[src/rtl/six_bit_accumulator.sv]
// Multi-operand accumulator that drives an external 6-bit ripple-carry adder.
// Takes operands over a valid/ready stream and presents the burst total, sticky overflow and count.
module six_bit_accumulator #(
  parameter int unsigned MAX_OPS = 15
) (
  input  logic       clk,
  input  logic       rst,
  input  logic       in_valid,
  output logic       in_ready,
  input  logic [5:0] in_data,
  input  logic       in_last,
  output logic [5:0] adder_a,
  output logic [5:0] adder_b,
  output logic       adder_cin,
  input  logic [5:0] adder_sum,
  input  logic       adder_cout,
  output logic       out_valid,
  input  logic       out_ready,
  output logic [5:0] out_sum,
  output logic       out_overflow,
  output logic [3:0] out_count
);

  localparam logic [3:0] LP_MAX = 4'(MAX_OPS);

  typedef enum logic [1:0] {
    S_IDLE,
    S_ACCUM,
    S_DONE
  } state_t;

  state_t     r_state;
  state_t     w_next;
  logic [5:0] r_acc;
  logic       r_ovf;
  logic [3:0] r_count;
  logic [3:0] w_count_inc;
  logic       w_accept;
  logic       w_final;

  assign in_ready    = (r_state != S_DONE);
  assign out_valid   = (r_state == S_DONE);
  assign w_accept    = in_valid & in_ready;
  assign w_count_inc = r_count + 4'd1;
  // Count is 0 in IDLE, so this also covers MAX_OPS==1 on the first operand.
  assign w_final     = in_last | (w_count_inc == LP_MAX);

  assign adder_a   = r_acc;
  assign adder_b   = in_data;
  assign adder_cin = 1'b0;

  assign out_sum      = r_acc;
  assign out_overflow = r_ovf;
  assign out_count    = r_count;

  always_comb begin
    w_next = r_state;
    case (r_state)
      S_IDLE, S_ACCUM: if (w_accept) w_next = w_final ? S_DONE : S_ACCUM;
      S_DONE:          if (out_ready) w_next = S_IDLE;
      default:         w_next = S_IDLE;
    endcase
  end

  always_ff @(posedge clk) begin
    if (rst) begin
      r_state <= S_IDLE;
      r_acc   <= '0;
      r_ovf   <= 1'b0;
      r_count <= '0;
    end else begin
      r_state <= w_next;
      if (w_accept) begin
        r_acc   <= adder_sum;
        r_ovf   <= r_ovf | adder_cout;
        r_count <= w_count_inc;
      end else if ((r_state == S_DONE) && out_ready) begin
        r_acc   <= '0;
        r_ovf   <= 1'b0;
        r_count <= '0;
      end
    end
  end

endmodule

[config.mk]
export PLATFORM = sky130hd
export DESIGN_NAME = six_bit_accumulator
export DESIGN_NICKNAME = d
export VERILOG_FILES = /design/src/rtl/six_bit_accumulator.sv
export SDC_FILE = /design/constraint.sdc
export NUM_CORES = 1
export LEC_CHECK = 0
export BUFFER_PORTS_ARGS = -buffer_cell sky130_fd_sc_hd__buf_4
export CAP_MARGIN = 20
export CORE_MARGIN = 5
export CORE_UTILIZATION = 44
export DETAILED_ROUTE_END_ITERATION = 10
export PLACE_DENSITY_LB_ADDON = 0.25
export SLEW_MARGIN = 20
export SYNTH_ARGS = -nofsm -noshare
export SYNTH_HDL_FRONTEND = slang
export SYNTH_SLANG_ARGS = --single-unit
[constraint.sdc]
create_clock -name clk -period 2.52 [get_ports clk]
set_input_delay 0.126 -clock clk [delete_from_list [all_inputs] [get_ports clk]]
set_output_delay 0.126 -clock clk [all_outputs]
set_load 0.03 [all_outputs]
* After elaboration in Yosys (flattened, before gate mapping) *
Cells that the tools add are included.

storage, ports and cells
  flip-flop bits (word level) = 13
  bits of input ports = 18
  output and inout bits = 26
  word-level logic and storage cells = 29

operators by class
  $add $sub $neg = 1
  equal/unequal tests = 6
  mux-type cells = 10
  bitwise gates (word level) = 3
  reduce and logical (&&, ||, !) cells = 5

operators with widths
  operator               count
  $mux W6                2
  $mux W4                2
  $mux W2                3
  $add A4 B1 Y4 const B  1
  $eq A4 B4 Y1 const B   1
  $ne A2 B2 Y1 const B   2
  $pmux W2 S2            1
  $eq A2 B1 Y1 const B   1
  $eq A2 B2 Y1 const B   1
  $logic_not A2 Y1       1
  $mux W1                2
  $ne A2 B1 Y1 const B   1
  $or A1 B1 Y1           2
  $reduce_and A2 Y1      1
  $reduce_bool A2 Y1     1
  $reduce_or A2 Y1       1
  $and A1 B1 Y1          1
  $logic_and A1 B1 Y1    1

* Depth between registers and ports, before layout *
Gate-level depths: netlist of the first run.

  depth after elaboration = 6
  depth in mapped cells = 5
  depth with buffers taken out = 5

* Worst setup path before layout of the first run *
Ideal clock, no wire load.

  path kind = register to register
  from = reg r_count[1] (netlist: out_count[1])
  to = reg r_state[0]
  setup time = 0.060 ns
  data arrival time = 1.401 ns
  data required time = 2.460 ns
  setup slack = 1.059 ns
  stages on the path, launching flop included = 6
  path buffers = 0
  period minus slack after synthesis = 1.461 ns
  cell sequence = dfxtp_1 -> ha_1 -> inv_1 -> and3_1 -> o211ai_1 -> a32o_1

on the way
  cells in the longest elaborated chain, start to end = 6

RTL lines
  what                    RTL line  source
  start, declared         36        logic [3:0] r_count;
  start signal, assigned  76        r_count <= w_count_inc;
  $add A4 B1 Y4           44        assign w_count_inc = r_count + 4'd1;
  $eq A4 B4 Y1            46        assign w_final = in_last | (w_count_inc == LP_MAX);
  $or A1 B1 Y1            46
  $mux W2 (2 in a row)    59        S_IDLE, S_ACCUM: if (w_accept) w_next = w_final ? S_DONE : S_ACCUM;
  $pmux W2 S2             58        case (r_state)
  end signal, assigned    72        r_state <= w_next;
  end, declared           32        state_t r_state;

Every way passes these cells. The select of a mux whose other input is x is not followed.
A chain may end at the register's enable or synchronous reset.

* Final worst setup path of the first run *
  from = reg r_state[0]
  to = reg r_count[3] (netlist: out_count[3])

on the way
  cells in the longest elaborated chain, start to end = 3
  elaborated cells on any way between the ends = 6
  classes of those cells = eq/ne (2); mux (1); bitwise (1); reduce/logical (2)

RTL lines
  what                                                  RTL line
  $ne A2 B2 Y1 or $eq A2 B2 Y1 (tied branches)          41, 77
  $and A1 B1 Y1 or $logic_and A1 B1 Y1 (tied branches)  43, 77
  $mux W4 or $reduce_bool A2 Y1 (tied branches)         n/a

Several ways; a longest one is shown, not always the timed one.

==> flow_metrics.env, run 1 <==
export IMPL_outcome="finished, final reports clean"
export IMPL_ys_ff_latch=13
export IMPL_post_route_period_util_pct=55.0
export IMPL_synth_cell_area_sq_um=713
export IMPL_p_comb_share_pct=25.5
export IMPL_vias_per_cell=5.18
export IMPL_start_util_pct=46.8
export IMPL_drc=0
export IMPL_instances_no_fill=115
export IMPL_grt_pass1_vias=555
export IMPL_nNetsFinal=120
export IMPL_pin_count=44
export IMPL_finalHoldViolCount=0
export IMPL_die_area_sq_um=2530
export IMPL_ant_nets=0
export IMPL_holdWs_ps=100
export IMPL_antenna_found_initial=0
export IMPL_r2r_start="r_state[0]"
export IMPL_tightest_slew_ps=521
export IMPL_setup_viol=0
export IMPL_seqPwrFrac_pct=47.6
export IMPL_reg2reg_slack_ps=1140
export IMPL_maxSlewViolCount=0
export IMPL_yosysWarnings=0
export IMPL_clock_skew_ps=1.27
export IMPL_clock_path_buffers=2
export IMPL_place_ws_ps=1130
export IMPL_synth_top_cell_area_share_pct=36.5
export IMPL_p_switching_mw=0.149
export IMPL_cp_data_arrival_time_ps=1580
export IMPL_rsz0062_at_grt="false"
export IMPL_clkLatencyLatePin_ps=270
export IMPL_fmax_mhz=722
export IMPL_sw_frac_of_total_pct=31.2
export IMPL_drive_gt1_share_pct=40.4
export IMPL_h_tree_depth=1
export IMPL_post_route_util_pct=57.2
export IMPL_antennaDiodeCount=0
export IMPL_fill_cells=148
export IMPL_critPathMaxFanout=13
export IMPL_slew_headroom_pct=65.2
export IMPL_core_region_area_sq_um=1520
export IMPL_area_growth_pct=22.3
export IMPL_dp_hpwl_microns=1140
export IMPL_synth_area_per_cell_sq_um=8.91
export IMPL_synth_top_flop_cell="dfxtp_1"
export IMPL_grt_max_degree=15
export IMPL_period_needed_ps=1380
export IMPL_clockPowerShare_pct=26.8
export IMPL_die_h_microns=50.3
export IMPL_setup_slack_ps=1140
export IMPL_synth_largest_area_cell="dfxtp_1"
export IMPL_regToRegEndpoint="out_count[3]"
export IMPL_grt_ovfl_total=0
export IMPL_synth_edf_count=0
export IMPL_seq_area_frac_synth_pct=36.5
export IMPL_synth_cell_types=25
export IMPL_end_kind="flop"
export IMPL_ir_drop_mv=0.384
export IMPL_cts_tree="built"
export IMPL_grt_usage_pct=10.9
export IMPL_syn_num_nets=100
export IMPL_p_per_area_nw_per_um2=546
export IMPL_globalplace_congestion=0.773
export IMPL_die_w_microns=50.3
export IMPL_hold_buffers=0
export IMPL_crit_required_ps=2720
export IMPL_first_pass_iters=4
export IMPL_p_int_mw=0.328
export IMPL_post_cts_buffers=0
export IMPL_drt_iter0_markers=6
export IMPL_r2r_cells=4
export IMPL_ys_async_sr_fraction_pct=0
export IMPL_start_kind="flop"
export IMPL_synth_cells=80
export IMPL_fin_tns_setup_ps=0
export IMPL_cts_sinks=13
export IMPL_rows=14
export IMPL_numPortBuffers=30
export IMPL_p_leak_nw=0.396
export IMPL_ys_top_cells_by_area="dfxtp_1 (36%), buf_4 (14%), a22oi_1 (8.4%)"
export IMPL_maxCapViolCount=0
export IMPL_hold_class="input port to flop"
export IMPL_min_from="adder_sum[0]"
export IMPL_min_to="adder_a[0]"
export IMPL_num_vias=596
export IMPL_wl_per_cell_microns=13.0
export IMPL_path_class="flop to flop"
export IMPL_grt_first_pass_wirelength_microns=2280
export IMPL_clockRootBuffer="clkbuf_4"
export IMPL_min_path_cells=3
export IMPL_cts_made_buffers=3
export IMPL_place_inst=111
export IMPL_postCtsResizedCells=0
export IMPL_cts_clk_slew_worst_paths_ps=80
export IMPL_totalWireLength_microns=1500
export IMPL_synthTopCellsByCount="buf_4 (13), dfxtp_1 (13), nor2_1 (11), a22oi_1 (8), a21oi_1 (5)"
-- critical path, cell delays in order (launching register included) --
cell	delay, ps
dfxtp_1	340
nand2b_4	150
and2_1	460
a21oi_1	160
a211oi_2	210
-- layout make-up --
cell class                 instances  area, sq um  area share, %
clock buffer                       4         26.3           3.01
inverter                           4         17.5           2.01
timing repair buffer              30          225           25.8
multi-input combinational         48          323           37.0
tap                               16         20.0           2.30
sequential                        13          260           29.8
-- flip-flops by register name, summed over array words and instances, names as in the netlist --
register      count
adder_a           6
out_count         4
r_state           2
out_overflow      1
-- per-layer routing --
layer | wire (microns) | track usage, % | share of wire, % | vias up
met5 | 0 | 0 | 0 | -
met4 | 5 | 1.75 | 0.33 | 0
met2 | 756 | 18.8 | 50 | 26
met1 | 603 | 12.8 | 40 | 268
li1 | - | - | - | 300
met3 | 134 | 4.14 | 8.9 | 2
-- through the flow --
stage	area [sq um]	power, mW
2_1_floorplan	713	0.334
3_3_place_gp	846	0.353
3_5_place_dp	846	0.355
4_1_cts	872	0.481
5_1_grt	872	0.499
6_report	872	0.476
-- power groups by stage --
stage	sequential (mW)	clock (mW)	combinational [mW]
after floorplan	0.249	0	0.0846
after global placement	0.231	0	0.122
after detailed placement	0.232	0	0.123
after CTS	0.227	0.131	0.124
after global routing	0.229	0.139	0.131
final	0.227	0.128	0.122
-- cells in the final DEF, fill, tap and decap left out --
master / count
a211oi_2: 2
a21oi_1: 5
a21oi_2: 2
a22oi_1: 8
a32o_1: 1
and2_1: 1
and3_1: 2
buf_4: 30
clkbuf_1: 1
clkbuf_4: 3
conb_1: 1
dfxtp_1: 13
ha_1: 2
inv_1: 3
inv_4: 1
mux2i_4: 1
nand2_1: 4
nand2b_4: 1
nand3_1: 2
nor2_1: 11
nor2b_1: 1
nor3_1: 1
nor3b_1: 1
nor4b_1: 1
o211ai_1: 1
-- logic make-up (layout without fill, tap and decap cells) --
kind of cell,after synthesis,in the layout,synth area share [%]
flip-flops,13,13,36.5
multiplexers,1,1,3.16
AO/OA/AOI/OAI,19,19,20.4
adder cells (fa/ha/maj),2,2,3.51
AND/OR/NAND/NOR,25,25,17.7
other,1,1,0.526
buffers and inverters,19,38,18.2
-- how the worst max path moves through the flow --
stage | from | end | slack (ps)
detailed placement | r_state[0] | out_count[3] | 1130
global route | r_state[0] | out_count[2] | 1040
finish | r_state[0] | out_count[3] | 1140
floorplan | out_count[1] | r_state[0] | 1060
CTS | r_state[0] | out_count[3] | 1110
global placement | r_state[0] | out_count[2] | 1160
No activity file was read; power rests on OpenSTA's default activity.
==> run 2, diff against run 1 <==
- CORE_UTILIZATION: 44 -> 41
- clock period: 2.52 -> 1.4 ns (I/O delays scaled with it)
==> flow_metrics.env, run 2 (synthesized netlist as in run 1, its figures left out) <==
export IMPL_setup_viol=0
export IMPL_setup_slack_ps=85.2
export IMPL_final_cell_mix="buf_4 (32), nor2_1 (11), dfxtp_1 (11), a22oi_1 (8), a21oi_1 (5)"
export IMPL_wl_per_cell_microns=12.8
export IMPL_grt_max_degree=15
export IMPL_fin_tns_setup_ps=0
export IMPL_die_h_microns=51.7
export IMPL_num_vias=597
export IMPL_post_cts_buffers=0
export IMPL_totalWireLength_microns=1510
export IMPL_grt_usage_pct=12.1
export IMPL_post_route_period_util_pct=93.9
export IMPL_end_kind="flop"
export IMPL_p_total_mw=0.862
export IMPL_postCtsResizedCells=0
export IMPL_p_per_area_nw_per_um2=961
export IMPL_die_w_microns=51.7
export IMPL_grt_ovfl_total=0
export IMPL_r2r_start="out_count[0]"
export IMPL_instances_no_fill=118
export IMPL_ir_drop_mv=0.693
export IMPL_drt_iter0_markers=7
export IMPL_maxCapViolCount=0
export IMPL_globalplace_congestion=0.767
export IMPL_final_common_cell="buf_4"
export IMPL_post_route_util_pct=53.1
export IMPL_clock_path_buffers=2
export IMPL_die_area_sq_um=2670
export IMPL_holdWs_ps=47.9
export IMPL_rsz0062_at_grt="false"
export IMPL_p_leak_nw=0.410
export IMPL_area_growth_pct=25.8
export IMPL_vias_per_cell=5.06
export IMPL_finalHoldViolCount=0
export IMPL_grt_first_pass_wirelength_microns=2440
export IMPL_period_needed_ps=1310
export IMPL_start_util_pct=42.2
export IMPL_start_kind="flop"
export IMPL_numPortBuffers=30
export IMPL_cts_tree="built"
export IMPL_cp_data_arrival_time_ps=1480
export IMPL_cts_clk_slew_worst_paths_ps=80
export IMPL_hold_class="input port to flop"
export IMPL_place_inst=114
export IMPL_clock_skew_ps=5.57
export IMPL_min_path_cells=3
export IMPL_design_area_sq_um=897
export IMPL_pin_count=44
export IMPL_r2r_cells=5
export IMPL_grt_pass1_vias=553
export IMPL_core_region_area_sq_um=1690
export IMPL_dp_hpwl_microns=1210
export IMPL_crit_required_ps=1570
export IMPL_min_from="adder_sum[4]"
export IMPL_rows=15
export IMPL_regToRegEndpoint="r_state[0]"
export IMPL_antennaDiodeCount=0
export IMPL_fmax_mhz=761
export IMPL_h_tree_depth=1
export IMPL_first_pass_iters=4
export IMPL_cts_sinks=13
export IMPL_ant_nets=0
export IMPL_fill_cells=174
export IMPL_drive_gt1_share_pct=44.6
export IMPL_reg2reg_slack_ps=90
export IMPL_placed_cell_area_sq_um=865
export IMPL_cts_made_buffers=3
export IMPL_maxSlewViolCount=0
export IMPL_largest_reg_flops=6
export IMPL_drc=0
export IMPL_outcome="finished, final reports clean"
export IMPL_critPathMaxFanout=7
export IMPL_clkLatencyLatePin_ps=280
export IMPL_place_ws_ps=88.4
export IMPL_nNetsFinal=122
export IMPL_antenna_found_initial=0
export IMPL_crit_start="out_count[0]"
export IMPL_clockRootBuffer="clkbuf_4"
export IMPL_min_to="adder_a[4]"
export IMPL_path_class="flop to flop"
export IMPL_hold_buffers=0
[run 2: report_power, final]
part / switching, mW / internal (mW)
Sequential: 0.0191 / 0.389
Combinational: 0.130 / 0.0952
Clock: 0.123 / 0.106
[run 2: worst max-delay path by stage]
stage	endpoint	slack [ps]
2_1_floorplan	out_count[2]	80
3_3_place_gp	r_state[0]	100
3_5_place_dp	r_state[0]	90
4_1_cts	r_state[0]	60
5_1_grt	r_state[0]	5
6_report	r_state[0]	90
[run 2: layer usage]
metal | up-vias | track usage, % | share of wire, %
li1 | 303 | - | -
met1 | 272 | 14.0 | 42
met2 | 20 | 19.5 | 49
met3 | 2 | 6.59 | 8.7
met4 | 0 | 2.62 | 0.33
met5 | - | 0 | 0
[run 2: final cells by class]
cell class / count / area [sq um] / area share [%]
clock buffers: 3 / 22.5 / 2.51
clock inverters: 1 / 5.00 / 0.558
inverters: 4 / 17.5 / 1.95
multi-input cells: 48 / 323 / 36.0
flip-flops and latches: 13 / 268 / 29.8
well taps: 17 / 21.3 / 2.37
repair buffers: 32 / 240 / 26.8
[run 2: worst max-delay path, stage by stage (launching register included)]
cell and delay, ps:
dfxtp_4 370, ha_1 230, inv_1 110, and3_1 160, o211ai_1 100, a32o_1 240
